===== src/rtl/ecc_scrub_ctrl_if.sv =====
// Host and cell-array signals for the ECC scrub controller.
// master = host/cell side, slave = controller side.
interface ecc_scrub_ctrl_if #(
    parameter int WIDTH = 8
);
    logic             wr_en;
    logic [WIDTH-1:0] wr_data;
    logic             wr_ready;
    logic             rd_req;
    logic             rd_valid;
    logic [WIDTH-1:0] rd_data;
    logic [WIDTH-1:0] cell_inp;
    logic [WIDTH-1:0] cell_val;
    logic [WIDTH-1:0] cell_err;

    modport master (
        output wr_en, wr_data, rd_req, cell_val, cell_err,
        input  wr_ready, rd_valid, rd_data, cell_inp
    );

    modport slave (
        input  wr_en, wr_data, rd_req, cell_val, cell_err,
        output wr_ready, rd_valid, rd_data, cell_inp
    );
endinterface


===== src/rtl/ecc_scrub_ctrl.sv =====
// ECC scrub controller: owns the word re-latched by a row of ecc_mem_bit
// cells, gives the host a write/read port, and rewrites the corrected word
// whenever any cell flags an error. Counts successful scrubs, raises irq,
// and sets a sticky fault when retries run out.
module ecc_scrub_ctrl #(
    parameter int WIDTH        = 8,
    parameter int WRITE_CYCLES = 2,
    parameter int MAX_RETRY    = 3,
    parameter int CNT_W        = 8
) (
    input  logic             clk,
    input  logic             rst,
    ecc_scrub_ctrl_if.slave  bus,
    output logic [CNT_W-1:0] err_count,
    output logic             irq,
    input  logic             irq_ack,
    output logic             fault
);
    localparam int CYC_W = $clog2(WRITE_CYCLES + 1);
    localparam int RTY_W = $clog2(MAX_RETRY + 1);
    localparam logic [CYC_W-1:0] CYC_LAST = CYC_W'(WRITE_CYCLES - 1);
    localparam logic [RTY_W-1:0] RTY_MAX  = RTY_W'(MAX_RETRY);

    typedef enum logic [1:0] {IDLE, WRITE, SCRUB, CHECK} state_t;

    state_t           state_q, state_d;
    logic [WIDTH-1:0] hold_q, hold_d;
    logic [WIDTH-1:0] cinp_q, cinp_d;
    logic [CYC_W-1:0] cyc_q, cyc_d;
    logic [RTY_W-1:0] retry_q, retry_d;
    logic [CNT_W-1:0] cnt_q, cnt_d;
    logic             irq_q, irq_d;
    logic             fault_q, fault_d;
    logic             pend_q, pend_d;
    logic             rd_valid_q, rd_valid_d;
    logic [WIDTH-1:0] rd_data_q, rd_data_d;
    logic             any_err;
    logic             scrub_ok;

    assign any_err = |bus.cell_err;

    // State and datapath registers; reset aborts any write/scrub in flight.
    always_ff @(posedge clk) begin
        if (rst) begin
            state_q    <= IDLE;
            hold_q     <= '0;
            cinp_q     <= '0;
            cyc_q      <= '0;
            retry_q    <= '0;
            cnt_q      <= '0;
            irq_q      <= 1'b0;
            fault_q    <= 1'b0;
            pend_q     <= 1'b0;
            rd_valid_q <= 1'b0;
            rd_data_q  <= '0;
        end else begin
            state_q    <= state_d;
            hold_q     <= hold_d;
            cinp_q     <= cinp_d;
            cyc_q      <= cyc_d;
            retry_q    <= retry_d;
            cnt_q      <= cnt_d;
            irq_q      <= irq_d;
            fault_q    <= fault_d;
            pend_q     <= pend_d;
            rd_valid_q <= rd_valid_d;
            rd_data_q  <= rd_data_d;
        end
    end

    // Next-state: write/scrub sequencing, retry/fault decision, read service.
    always_comb begin
        state_d    = state_q;
        hold_d     = hold_q;
        cinp_d     = cinp_q;
        cyc_d      = cyc_q;
        retry_d    = retry_q;
        cnt_d      = cnt_q;
        fault_d    = fault_q;
        pend_d     = pend_q;
        rd_valid_d = 1'b0;
        rd_data_d  = rd_data_q;
        scrub_ok   = 1'b0;

        case (state_q)
            IDLE: begin
                cinp_d = hold_q;
                // Host write takes priority over a pending error.
                if (bus.wr_en) begin
                    state_d = WRITE;
                    hold_d  = bus.wr_data;
                    cinp_d  = bus.wr_data;
                    cyc_d   = '0;
                end else if (any_err) begin
                    state_d = SCRUB;
                    hold_d  = bus.cell_val;
                    cinp_d  = bus.cell_val;
                    retry_d = RTY_W'(1);
                    cyc_d   = '0;
                end
            end
            WRITE: begin
                if (cyc_q == CYC_LAST) state_d = IDLE;
                else                   cyc_d   = cyc_q + CYC_W'(1);
            end
            SCRUB: begin
                if (cyc_q == CYC_LAST) state_d = CHECK;
                else                   cyc_d   = cyc_q + CYC_W'(1);
            end
            CHECK: begin
                if (!any_err) begin
                    state_d  = IDLE;
                    scrub_ok = 1'b1;
                    if (cnt_q != '1) cnt_d = cnt_q + CNT_W'(1);
                end else if (retry_q < RTY_MAX) begin
                    state_d = SCRUB;
                    hold_d  = bus.cell_val;
                    cinp_d  = bus.cell_val;
                    retry_d = retry_q + RTY_W'(1);
                    cyc_d   = '0;
                end else begin
                    state_d = IDLE;
                    fault_d = 1'b1;
                end
            end
            default: state_d = IDLE;
        endcase

        // Reads are served only from IDLE; one pending request is remembered.
        if (state_q == IDLE && (bus.rd_req || pend_q)) begin
            rd_valid_d = 1'b1;
            rd_data_d  = hold_q;
            pend_d     = 1'b0;
        end else if (bus.rd_req) begin
            pend_d = 1'b1;
        end
    end

    // A successful scrub setting irq wins over a same-cycle ack.
    assign irq_d = scrub_ok | (irq_q & ~irq_ack);

    assign bus.wr_ready = (state_q == IDLE);
    assign bus.rd_valid = rd_valid_q;
    assign bus.rd_data  = rd_data_q;
    assign bus.cell_inp = cinp_q;
    assign err_count    = cnt_q;
    assign irq          = irq_q;
    assign fault        = fault_q;
endmodule


===== src/flat_wrapper.sv =====
// flat-port wrapper written by rule: the top's interface ports become plain ports
module ecc_scrub_ctrl_flat 
#(
    parameter int WIDTH        = 8,
    parameter int WRITE_CYCLES = 2,
    parameter int MAX_RETRY    = 3,
    parameter int CNT_W        = 8
)
  (clk, rst, err_count, irq, irq_ack, fault, bus_wr_en, bus_wr_data, bus_rd_req, bus_cell_val, bus_cell_err, bus_wr_ready, bus_rd_valid, bus_rd_data, bus_cell_inp);
  ecc_scrub_ctrl_if #(.WIDTH(WIDTH)) bus_i ();
  input  logic clk;
  input  logic rst;
  output logic [CNT_W-1:0] err_count;
  output logic irq;
  input  logic irq_ack;
  output logic fault;
  input wire logic [$bits(bus_i.wr_en)-1:0] bus_wr_en;
  input wire logic [$bits(bus_i.wr_data)-1:0] bus_wr_data;
  input wire logic [$bits(bus_i.rd_req)-1:0] bus_rd_req;
  input wire logic [$bits(bus_i.cell_val)-1:0] bus_cell_val;
  input wire logic [$bits(bus_i.cell_err)-1:0] bus_cell_err;
  output wire logic [$bits(bus_i.wr_ready)-1:0] bus_wr_ready;
  output wire logic [$bits(bus_i.rd_valid)-1:0] bus_rd_valid;
  output wire logic [$bits(bus_i.rd_data)-1:0] bus_rd_data;
  output wire logic [$bits(bus_i.cell_inp)-1:0] bus_cell_inp;
  assign bus_i.wr_en = bus_wr_en;
  assign bus_i.wr_data = bus_wr_data;
  assign bus_i.rd_req = bus_rd_req;
  assign bus_i.cell_val = bus_cell_val;
  assign bus_i.cell_err = bus_cell_err;
  assign bus_wr_ready = bus_i.wr_ready;
  assign bus_rd_valid = bus_i.rd_valid;
  assign bus_rd_data = bus_i.rd_data;
  assign bus_cell_inp = bus_i.cell_inp;
  ecc_scrub_ctrl #(.WIDTH(WIDTH), .WRITE_CYCLES(WRITE_CYCLES), .MAX_RETRY(MAX_RETRY), .CNT_W(CNT_W)) u_core (.clk(clk), .rst(rst), .bus(bus_i), .err_count(err_count), .irq(irq), .irq_ack(irq_ack), .fault(fault));
endmodule

===== config.mk =====
export PLATFORM = sky130hd
export DESIGN_NAME = ecc_scrub_ctrl_flat
export DESIGN_NICKNAME = d
export VERILOG_FILES = /design/src/rtl/ecc_scrub_ctrl_if.sv /design/src/rtl/ecc_scrub_ctrl.sv /design/src/flat_wrapper.sv
export SDC_FILE = /design/constraint.sdc
export NUM_CORES = 1
export LEC_CHECK = 0
export ABC_AREA = 1
export CELL_PAD_IN_SITES_DETAIL_PLACEMENT = 1
export CELL_PAD_IN_SITES_GLOBAL_PLACEMENT = 2
export CORE_ASPECT_RATIO = 1.4
export CORE_MARGIN = 1
export CORE_UTILIZATION = 21
export CTS_CLUSTER_DIAMETER = 30
export CTS_CLUSTER_SIZE = 12
export DETAILED_ROUTE_END_ITERATION = 12
export MAX_ROUTING_LAYER = met4
export PLACE_DENSITY = 0.77
export RECOVER_POWER = 25
export SLEW_MARGIN = 20
export SYNTH_ARGS = -nofsm -noshare
export SYNTH_HDL_FRONTEND = slang
export SYNTH_SLANG_ARGS = --single-unit
export TNS_END_PERCENT = 5

===== constraint.sdc =====
create_clock -name clk -period 1.3 [get_ports clk]
set_input_delay 0.26 -clock clk [delete_from_list [all_inputs] [get_ports clk]]
set_output_delay 0.26 -clock clk [all_outputs]
set_load 0.005 [all_outputs]

* Word level (Yosys, flattened, before mapping)
Cells that the tools add are included.
** Word-level totals
- Register bits after elaboration :: 34
- Output and inout bits :: 28
- Word-level logic and storage cells :: 71
** Cells by class
- Magnitude comparators :: 1
- Add/sub/neg operators :: 3
- Bitwise gates (word level) :: 5
- Eq/ne operators :: 13
- Mux-type cells :: 26
- Reductions and logical operators :: 13
** Operators with widths (count)
- $mux 8 :: 4
- $mux 2 :: 15
- $pmux 8 s2 :: 1
- $ne 2x1->1 const B :: 5
- $reduce_and 3->1 :: 3
- $add 8x1->8 const B :: 1
- $ne 8x8->1 const B :: 1
- $pmux 2 s4 :: 1
- $reduce_and 4->1 :: 2
- $reduce_or 8->1 :: 1
- $pmux 2 s3 :: 1
- $reduce_and 5->1 :: 1
- $add 2x1->2 const B :: 2
- $eq 2x1->1 const B :: 2
- $eq 2x2->1 const B :: 2
- $ne 2x2->1 const B :: 2
- $pmux 2 s2 :: 1
- $reduce_or 2->1 :: 2
- $mux 1 :: 3
- $ne 3x2->1 const B :: 1
- $not 1->1 :: 3
- $logic_not 2->1 :: 1
- $lt 2x2->1 const B :: 1
- $reduce_bool 2->1 :: 1
- other kinds (4) :: 4

* Longest topological paths before layout
- Depth in word-level cells :: 4
- Mapped depth :: 9
- Depth with buffers taken out :: 9

* Least setup slack after synthesis
Ideal clock, no wire load.
- Kind :: register to register
- Start point :: register u_core.state_q[0]
- End point :: register u_core.hold_q[0]
- Setup slack :: -0.122 ns
- Arrival time :: 1.307 ns
- Cell stages (with the launch flop) :: 9
- Data required time :: 1.184 ns
- Path through :: dfxtp_1 inv_1 ha_1 inv_1 nor2_1 o21ai_1 nand2_2 o21ai_0 nor2_1
** On the way
- Longest elaborated chain between the ends :: 3
** RTL lines
- start, declared :: RTL line ecc_scrub_ctrl.sv:26 : state_t state_q, state_d;
- start signal, assigned :: RTL line ecc_scrub_ctrl.sv:57 : state_q <= state_d;
- $logic_not 2->1 *
- named net bus_wr_ready :: RTL line flat_wrapper.sv:22 : output wire logic [$bits(bus_i.wr_ready)-1:0] bus_wr_ready;
- $ne 3x2->1 (no source line) / $reduce_bool 2->1 (equally long branches)
- $reduce_and 4->1 (no source line)
- end signal, assigned :: RTL line ecc_scrub_ctrl.sv:58 : hold_q <= hold_d;
- end, declared :: RTL line ecc_scrub_ctrl.sv:27 : logic [WIDTH-1:0] hold_q, hold_d;
Mark *: on every way through the listed nets, which the timed path passes. The rest lies on a longest branch.
A chain may end at the register's enable or synchronous reset.

* Worst setup path after layout
- Start point :: register u_core.state_q[0]
- End point :: register u_core.hold_q[0]
** On the way
- Longest elaborated chain between the ends :: 3
** RTL lines
- $eq 2x2->1 / $logic_not 2->1 (equally long branches) :: RTL line ecc_scrub_ctrl.sv:85 : case (state_q)
- $ne 2x1->1 (no source line) (tied with other cells)
- $reduce_and 4->1 (no source line)
Several ways; a longest one is shown, not always the timed one.

==> impl_results.md <==
* Share of cells above drive strength 1 at 0.3072
* RD Place Congestion at 0.7636
* Clk buf depth at 2
* Tcrit/Tclk final at 1.155
* Post-Synth Simple-Gate Area at 0.3450
* CP Launch Type: flip-flop
* CTS Sinks at 34
* Post-synthesis xor/xnor area fraction at 0.02602
* # IOs at 57
* Area Growth Syn to Fin at 69.07%
* Max rail drop VDD at 0.5802 mV
* Yosys warning count at 0
* # DRC at 0
* Skew-Pair Late Insertion Delay at 280 ps
* Routed WL at 5261 µm
* Final Non-Filler Cells at 432
* Die H at 107.9 µm
* Synth top area cells: dfxtp_1 40%, nor2_1 12%, nand2_1 11%, o21ai_0 6.2%, ha_1 5.2%
* MaxCap Viol Count at 0
* Sequential area share after synthesis at 0.4045
* Period minus WS final at 1502 ps
* Setup WS post-layout at -201.5 ps
* Int Pwr at 2.749 mW
* Tot Pwr at 4.291 mW
* Starting Density at 0.2171
* Gate power share at 0.448
* Ys flop type: dfxtp_1
* Cells after synthesis at 238
* Synth Area in Compound Gates at 0.1138
* Syn_area_per_cell at 7.071 µm²
* Worst slack at placement at -466.9 ps
* Slew at the pin with the worst max-slew slack at 254.7 ps
* Sequential Power Share at 0.361
* Routed wire per std cell at 12.18 µm
* Initial DRC count at 50
* DR vias at 1860
* Count leader, synth: nor2_1
* Req. time, crit path at 1470 ps
* Clock power share at 0.191
* Fin. max-slew vios at 0
* Vias in the first global route at 1906
* Worst hold path type: flip-flop to flip-flop
* PD cells at 1508 mW/mm²
* Post-synthesis mux area share at 0
* Violated checks: negative setup slack
* Switching part of the total power at 0.3594
* Vias/cell at 4.306
* Kind of critical path: flip-flop to flip-flop
* Critical Path AT at 1670 ps
* CP max-delay cell: dfxtp_4
* Cell accounting for the most synthesized area: dfxtp_1
* Endpoints failing hold at 0
* Root buffer cell: clkbuf_8
* CTS Hold Bufs at 0
* Congestion Overflow GR at 0
* # placed instances at 412
* Final setup violation count at 31
* Synth Area in Adders at 0.05204
* Num CTS Buffers at 5
* Worst path max stage delay at 360 ps
* Async set-reset flop share out of synthesis at 0
* Initial antenna violation count at 0
* Final Skew at 3.824 ps
* Core Region at 0.007750 mm²
* Switching Power at 1.542 mW
* RSZ-0062 raised after global routing: true
* Cell area after synthesis at 0.001683 mm²
* Core Rows at 38
* Die Area at 0.008381 mm²
* Status: finished with violations
* Netlist cell types at 30
* Nets at 367
* Synth Net Count at 274
* Achievable Freq at 666.0 MHz
* Htree depth at 2
* Top cells by count, synth: 55 x nor2_1, 51 x nand2_1, 34 x dfxtp_1
* Setup TNS at -3176 ps
* Crit path cell chain: ha_1 > nand2_1 > o21ai_0 > inv_1 > buf_4 > nand2_2 > o21ai_1 > nor2_1
* Normalized max-slew margin at 0.8297
* Yosys reg bits at 34
* Global-route wire length before repair at 8845 µm
* Post-synth top area share at 0.4045
* Maximum net fanout on the critical path at 5
* Largest family of logic cells by synthesized area: simple AND/OR/NAND/NOR gates
* GRT Total Usage at 0.1360
* Port bufs at 56
* Die width at 77.66 µm
* Placed wire-length estimate at 3897 µm
* Setup crit end kind: flip-flop
* DRT Pass-1 Iters at 4
* Worst-path clk slew at 70 ps
* Antenna fix cells at 0
* Remaining antenna violation count at 0
* Number of synthesized flops with an enable pin at 0
* CTS tree: done
* Pleak at 1.387 nW
* Pin count of the biggest net entering global routing at 23
-- final timing paths --
kind / endpoint / slack, ps / startpoint / cells after the start
max: u_core.hold_q[0] / -200 / u_core.state_q[0] / 8
min: u_core.fault / 470 / u_core.fault / 2
max reg2reg: u_core.hold_q[0] / -200 / u_core.state_q[0] / 8
min reg2reg: u_core.fault / 470 / u_core.fault / 2
-- power groups by stage --
stage	Combinational, mW	Sequential (mW)	Clock, mW
after detailed placement	1.68	1.54	0
after CTS	1.78	1.55	0.848
after floorplan	0.799	1.51	0
after global routing	2.17	1.60	0.894
after global placement	1.63	1.53	0
final	1.92	1.55	0.818
-- sequential cells by signal (all words and copies together) (netlist names) --
name / flops
u_core.bus.rd_valid: 1
u_core.cyc_q: 2
u_core.irq: 1
u_core.bus.rd_data: 8
u_core.fault: 1
u_core.err_count: 8
u_core.hold_q: 8
u_core.state_q: 2
u_core.pend_q: 1
u_core.retry_q: 2
-- stage by stage --
stage	cell area [µm²]	utilization	hold WS [ps]
floorplan	1699	-	423.3
global placement	2540	0.3277	457.4
detailed placement	2540	0.3277	464.9
CTS	2719	0.3508	473.7
global route	2845	0.3671	512.4
finish	2845	0.3671	472.6
-- repair_timing --
action | in CTS | in global routing
resized for setup | 75 | 27
gates cloned | 1 | 1
setup buffers | 5 | 5
endpoints found under the setup margin | 59 | 34
pin swaps | 18 | 17
-- cell type report --
cell class                      count  area, µm²
Multi-Input combinational cell    182       1003
Inverter                           18      85.08
Clock buffer                        7      86.33
Tap cell                          100      125.1
Clock inverter                      1      5.005
Timing Repair Buffer               90      820.8
Fill cell                         972       4905
Sequential cell                    34      719.4
-- layer usage --
layer  global-route usage  vias up  wire (µm)
li1                     -      948          -
met1               0.1531      874       2253
met2               0.2415       31       2789
met3              0.02119        7        129
met4              0.04852        0         89
met5                    -        -          0
-- cells in the final DEF, fill, tap and decap left out, types with 2 or more instances in the layout --
cell type,count
ha_1,6
dfxtp_4,3
inv_4,3
o21ai_0,12
o21bai_1,2
clkbuf_8,6
dlygate4sd2_1,26
nor2_1,48
dfxtp_1,9
xnor2_1,4
nor2_2,8
nand3_1,14
nand2_4,2
nor2_4,5
clkdlybuf4s50_1,26
nand2_1,46
nand2_2,6
inv_1,12
o21ai_2,4
buf_4,29
dfxtp_2,22
a21oi_1,8
dlymetal6s2s_1,4
o21ai_1,6
buf_6,4
-- kinds of logic (layout without fill, tap and decap cells) --
logic type / Yosys count / count (layout)
simple gates: 132 / 134
compound gates: 36 / 36
flops: 34 / 34
buf+inv: 24 / 116
fa+ha+maj: 7 / 7
xor+xnor: 5 / 5
-- critical path: cells and delay by family, from the launching register on --
kind                     cells  cell delay (ps)
flip-flops                   1              360
buffers and inverters        2              280
adder cells (fa/ha/maj)      1              270
AND/OR/NAND/NOR              3              240
AO/OA/AOI/OAI                2              240
Power figures use the tool's default switching activity.
